**src/rtl/ex_mem_reg_pkg.sv**
```systemverilog
// ex_mem_reg_pkg: shared datapath types for the EX/MEM pipeline register
package ex_mem_reg_pkg;
    typedef logic [31:0] word_t;
    typedef logic [4:0] regbits_t;
    typedef logic [5:0] opcode_t;
    typedef logic [5:0] funct_t;
    typedef enum logic [1:0] {
        MEM_TO_REG_ALU  = 2'd0,
        MEM_TO_REG_DMEM = 2'd1,
        MEM_TO_REG_LINK = 2'd2,
        MEM_TO_REG_LUI  = 2'd3
    } mem_to_reg_mux_selection;
    typedef enum logic [1:0] {
        IDLE = 2'd0,
        REQ  = 2'd1,
        DONE = 2'd2
    } ex_mem_state_t;
endpackage

```
**src/rtl/ex_mem_reg.sv**
```systemverilog
// ex_mem_reg: EX/MEM pipeline register owning the data-memory request until dhit.
// Define EX_MEM_TRACKER_EN to add cpu_tracker pass-through ports.
module ex_mem_reg import ex_mem_reg_pkg::*; #(
    parameter int WORD_W = 32,
    parameter int REG_W  = 5
) (
`ifdef EX_MEM_TRACKER_EN
    input  logic [31:0]       instruction_ID_EX,
    input  logic [31:0]       imemaddr_ID_EX,
    input  logic [5:0]        opcode_ID_EX,
    input  logic [5:0]        func_ID_EX,
    input  logic [15:0]       imm16_ID_EX,
    output logic [31:0]       instruction_EX_MEM,
    output logic [31:0]       imemaddr_EX_MEM,
    output logic [5:0]        opcode_EX_MEM,
    output logic [5:0]        func_EX_MEM,
    output logic [15:0]       imm16_EX_MEM,
`endif
    input  logic              CLK,
    input  logic              RST,
    input  logic              enable_EX_MEM,
    input  logic              flush_EX_MEM,
    input  logic              dREN_ID_EX,
    input  logic              dWEN_ID_EX,
    input  logic              WEN_ID_EX,
    input  logic              halt_ID_EX,
    input  logic [1:0]        mem_to_reg_ID_EX,
    input  logic [REG_W-1:0]  wsel_EX,
    input  logic [WORD_W-1:0] alu_result_EX,
    input  logic [WORD_W-1:0] rdat2_ID_EX,
    input  logic [WORD_W-1:0] next_imemaddr_ID_EX,
    input  logic              dhit,
    output logic              dREN_EX_MEM,
    output logic              dWEN_EX_MEM,
    output logic [WORD_W-1:0] dmemaddr,
    output logic [WORD_W-1:0] dmemstore,
    output logic [WORD_W-1:0] alu_result_EX_MEM,
    output logic              WEN_EX_MEM,
    output logic [REG_W-1:0]  wsel_EX_MEM,
    output logic [1:0]        mem_to_reg_EX_MEM,
    output logic [WORD_W-1:0] next_imemaddr_EX_MEM,
    output logic              halt_EX_MEM,
    output logic              mem_stall
);
    ex_mem_state_t state;
    logic          flush_pending;
    logic          ld_ren;
    logic          bubble;
    logic          load;
    // a store wins over an illegal simultaneous load request
    assign ld_ren    = dREN_ID_EX & ~dWEN_ID_EX;
    assign mem_stall = (state == REQ) & ~dhit;
    assign dmemaddr  = alu_result_EX_MEM;
    assign bubble    = (state == REQ) ? dhit & (flush_pending | flush_EX_MEM)
                                      : flush_EX_MEM | (enable_EX_MEM & halt_EX_MEM);
    assign load      = (state != REQ) & ~flush_EX_MEM & enable_EX_MEM & ~halt_EX_MEM;

    always_ff @(posedge CLK or posedge RST) begin
        if (RST) begin
            state                <= IDLE;
            flush_pending        <= 1'b0;
            dREN_EX_MEM          <= 1'b0;
            dWEN_EX_MEM          <= 1'b0;
            dmemstore            <= '0;
            alu_result_EX_MEM    <= '0;
            WEN_EX_MEM           <= 1'b0;
            wsel_EX_MEM          <= '0;
            mem_to_reg_EX_MEM    <= '0;
            next_imemaddr_EX_MEM <= '0;
            halt_EX_MEM          <= 1'b0;
`ifdef EX_MEM_TRACKER_EN
            instruction_EX_MEM   <= '0;
            imemaddr_EX_MEM      <= '0;
            opcode_EX_MEM        <= '0;
            func_EX_MEM          <= '0;
            imm16_EX_MEM         <= '0;
`endif
        end else if (bubble) begin
            state             <= IDLE;
            flush_pending     <= 1'b0;
            dREN_EX_MEM       <= 1'b0;
            dWEN_EX_MEM       <= 1'b0;
            WEN_EX_MEM        <= 1'b0;
            mem_to_reg_EX_MEM <= '0;
`ifdef EX_MEM_TRACKER_EN
            instruction_EX_MEM <= '0;
`endif
        end else if (state == REQ) begin
            // the access always completes; a flush only takes effect at dhit
            flush_pending <= flush_pending | flush_EX_MEM;
            if (dhit) begin
                state       <= DONE;
                dREN_EX_MEM <= 1'b0;
                dWEN_EX_MEM <= 1'b0;
            end
        end else if (load) begin
            state                <= (ld_ren | dWEN_ID_EX) ? REQ : IDLE;
            dREN_EX_MEM          <= ld_ren;
            dWEN_EX_MEM          <= dWEN_ID_EX;
            dmemstore            <= rdat2_ID_EX;
            alu_result_EX_MEM    <= alu_result_EX;
            WEN_EX_MEM           <= WEN_ID_EX;
            wsel_EX_MEM          <= wsel_EX;
            mem_to_reg_EX_MEM    <= mem_to_reg_ID_EX;
            next_imemaddr_EX_MEM <= next_imemaddr_ID_EX;
            halt_EX_MEM          <= halt_ID_EX;
`ifdef EX_MEM_TRACKER_EN
            instruction_EX_MEM   <= instruction_ID_EX;
            imemaddr_EX_MEM      <= imemaddr_ID_EX;
            opcode_EX_MEM        <= opcode_ID_EX;
            func_EX_MEM          <= func_ID_EX;
            imm16_EX_MEM         <= imm16_ID_EX;
`endif
        end
    end
endmodule

```
**config.mk**
```make
export PLATFORM = sky130hd
export DESIGN_NAME = ex_mem_reg
export DESIGN_NICKNAME = d
export VERILOG_FILES = /design/src/rtl/ex_mem_reg_pkg.sv /design/src/rtl/ex_mem_reg.sv
export SDC_FILE = /design/constraint.sdc
export NUM_CORES = 1
export LEC_CHECK = 0
export CORE_MARGIN = 8
export CORE_UTILIZATION = 40
export CTS_BUF_LIST = sky130_fd_sc_hd__clkbuf_8
export CTS_CLUSTER_DIAMETER = 120
export DETAILED_ROUTE_END_ITERATION = 10
export GPL_TIMING_DRIVEN = 1
export PLACE_DENSITY = 0.83
export SLEW_MARGIN = 20
export SYNTH_ARGS = -nofsm -noshare
export SYNTH_HDL_FRONTEND = slang
export SYNTH_SLANG_ARGS = --single-unit
```
**constraint.sdc**
```tcl
create_clock -name CLK -period 5.8 [get_ports CLK]
set_clock_uncertainty 0.05 [all_clocks]
set_input_delay 0.58 -clock CLK [delete_from_list [all_inputs] [get_ports CLK]]
set_output_delay 0.58 -clock CLK [all_outputs]
set_load 0.01 [all_outputs]
```
==> out/summary.txt <==
run status: finished clean
FFs w/ async S/R, synth: 100.0%
setup ws final: 3024 ps
Starting Density: 41.14%
clk slew on worst S/H paths: 90 ps
RSZ-0062 raised after global routing: false
drt via density: 4.819
Routed Antenna Nets: 0
synth unique cells: 24
area grow syn2layout: 58.02%
drt drc: 0
Setup Fix Bufs, Post-CTS: 0
Routed WL: 12370 µm
MaxCap Viol Count: 0
hpwl dp: 9878 µm
initial antenna violation count: 0
endpoints failing hold: 0
# setup viols final: 0
IO Pins: 252
post-route design area: 7078 µm²
Syn Area/Cell: 15.39 µm²
Num CTS Buffers: 9
I/O Buffers: 251
pin count of the biggest net entering global routing: 58
Clk Latency, worst-skew pair: 360 ps
Core Area: 10890 µm²
Power Total: 1.556 mW
Die Area: 14840 µm²
register-to-register path setup slack: 3730 ps
row count: 38
H-tree levels: 3
CP Data Arrival Time: 2150 ps
Crit Path Category: primary input to primary output
CP Launch Type: primary input
# diodes: 0
die height: 121.8 µm
grt ovf: 0
Setup WS pre-CTS: 3025 ps
nets@finish: 624
clock sink count: 110
synthesized cell area: 4479 µm²
CTS tree: done
Syn Nets: 403
commonest non-fill, non-tap cell in the layout: clkdlybuf4s50_1
Slew HR: 52.13%
Cells after Synth: 291
hold_buf cts: 0
Fin Hold WS: 442.1 ps
GRT Total Usage: 16.01%
placed cells: 641
critical path data required time: 5170 ps
sequential-to-total area share from yosys stat: 61.45%
CTS max path bufs: 2
final period utilization: 47.86%
Net Sw Power: 0.3270 mW
TritonRoute pass-1 iters: 4
Root Buffer: clkbuf_8
Pwr Density: 219.8 nW/µm²
Vias: 3161
crit path capture type: primary output
Seq pwr share: 52.0%
Synth Register Bits: 110
GP Congestion: 0.7455
VDD IR max: 121.9 µV
chip width: 121.8 µm
Int Power: 1.229 mW
share of post-route cells with drive strength above 1: 10.66%
Iter 0 DRT Violations: 135
Util after Layout: 65.01%
EDFF count, synth: 0
hold crit path type: register to register
worst-margin pin slew: 718.1 ps
first-pass GRT wire length: 18570 µm
synth warn: 0
Crit Path Max Fanout: 3
Synth Flop Type: dfrtp_1
Fmax: 0.3603 GHz
Sw Ratio: 21.02%
commonest non-fill, non-tap cells in the layout: clkdlybuf4s50_1 (251), dfrtp_1 (110), mux2_1 (68)
power share of the clock group: 34.4%
leakage: 3.197 nW
DR WL/cell: 18.85 µm
Final min period: 2776 ps
max-slew violations: 0
combinational share of power: 13.6%
post_cts resized: 0
DP Area: 6842 µm²
Final Non-Filler Cells: 656
number of global-route vias before repair: 3503
setup TNS: 0 ps
## metal layers
layer	vias to the layer above	track usage (%)	wire (µm)
li1	1425	-	-
met1	1543	15.84	4333
met4	0	7.170	263
met2	173	26.85	5933
met3	20	9.162	1838
met5	-	0	0
## registers in the layout (all words and copies together) (netlist names)
| name | cells |
|---|---|
| next_imemaddr_EX_MEM | 32 |
| state | 2 |
| dmemstore | 32 |
| dWEN_EX_MEM | 1 |
| flush_pending | 1 |
| mem_to_reg_EX_MEM | 2 |
| dREN_EX_MEM | 1 |
| WEN_EX_MEM | 1 |
| alu_result_EX_MEM | 32 |
| wsel_EX_MEM | 5 |
| halt_EX_MEM | 1 |
## power groups by stage
stage | Combinational, mW | Sequential, mW | Clock, mW
global placement | 0.210 | 0.822 | 0
detailed placement | 0.216 | 0.825 | 0
global route | 0.227 | 0.813 | 0.583
finish | 0.212 | 0.809 | 0.535
CTS | 0.217 | 0.809 | 0.555
floorplan | 0.0507 | 0.836 | 0
## kinds of logic after synthesis
kind of cell	count (synthesis)	synth area share [%]
flops	110	61.45
buf+inv	48	8.156
simple gates	16	2.263
compound gates	15	2.486
mux	102	25.64
## final timing paths
kind,depth (start not counted),start,end
worst max-delay path,4,dhit,mem_stall
worst min-delay path,1,next_imemaddr_EX_MEM[20]$_DFFE_PP0P_,next_imemaddr_EX_MEM[20]$_DFFE_PP0P_
worst max register to register,4,state[0]$_DFFE_PP0P_,next_imemaddr_EX_MEM[4]$_DFFE_PP0P_
worst min register to register,1,next_imemaddr_EX_MEM[20]$_DFFE_PP0P_,next_imemaddr_EX_MEM[20]$_DFFE_PP0P_
max in group asynchronous,3,RST,next_imemaddr_EX_MEM[17]$_DFFE_PP0P_
min in group asynchronous,2,RST,next_imemaddr_EX_MEM[18]$_DFFE_PP0P_
## cell usage after synthesis (2+ instances only)
| cell | n | area [µm²] |
|---|---|---|
| o31ai_1 | 4 | 30.03 |
| nor2_1 | 2 | 7.510 |
| nand2_1 | 2 | 7.510 |
| a22o_1 | 2 | 17.52 |
| a21oi_1 | 2 | 10.01 |
| buf_6 | 8 | 90.09 |
| inv_1 | 4 | 15.01 |
| mux2_1 | 68 | 765.7 |
| buf_2 | 4 | 20.02 |
| nand2b_1 | 3 | 18.77 |
| a22oi_1 | 3 | 22.52 |
| buf_4 | 32 | 240.2 |
| nor2b_1 | 2 | 12.51 |
| dfrtp_1 | 110 | 2753 |
| mux2_2 | 34 | 382.9 |
| nand4_1 | 3 | 18.77 |
## layout make-up
cell class	count	area, µm²
sequential	110	2753
clock inverter	5	98.84
inverter	4	17.52
timing repair buffer	254	2535
multi-input combinational	133	1361
fill	835	3810
clock buffer	10	137.6
tap	140	175.2
## worst max-delay path, stage by stage
cell and delay, ps:
clkdlybuf4s50_1 450, or3b_2 490, inv_1 90, clkdlybuf4s50_1 540
(Power assumes the default switching activity.)
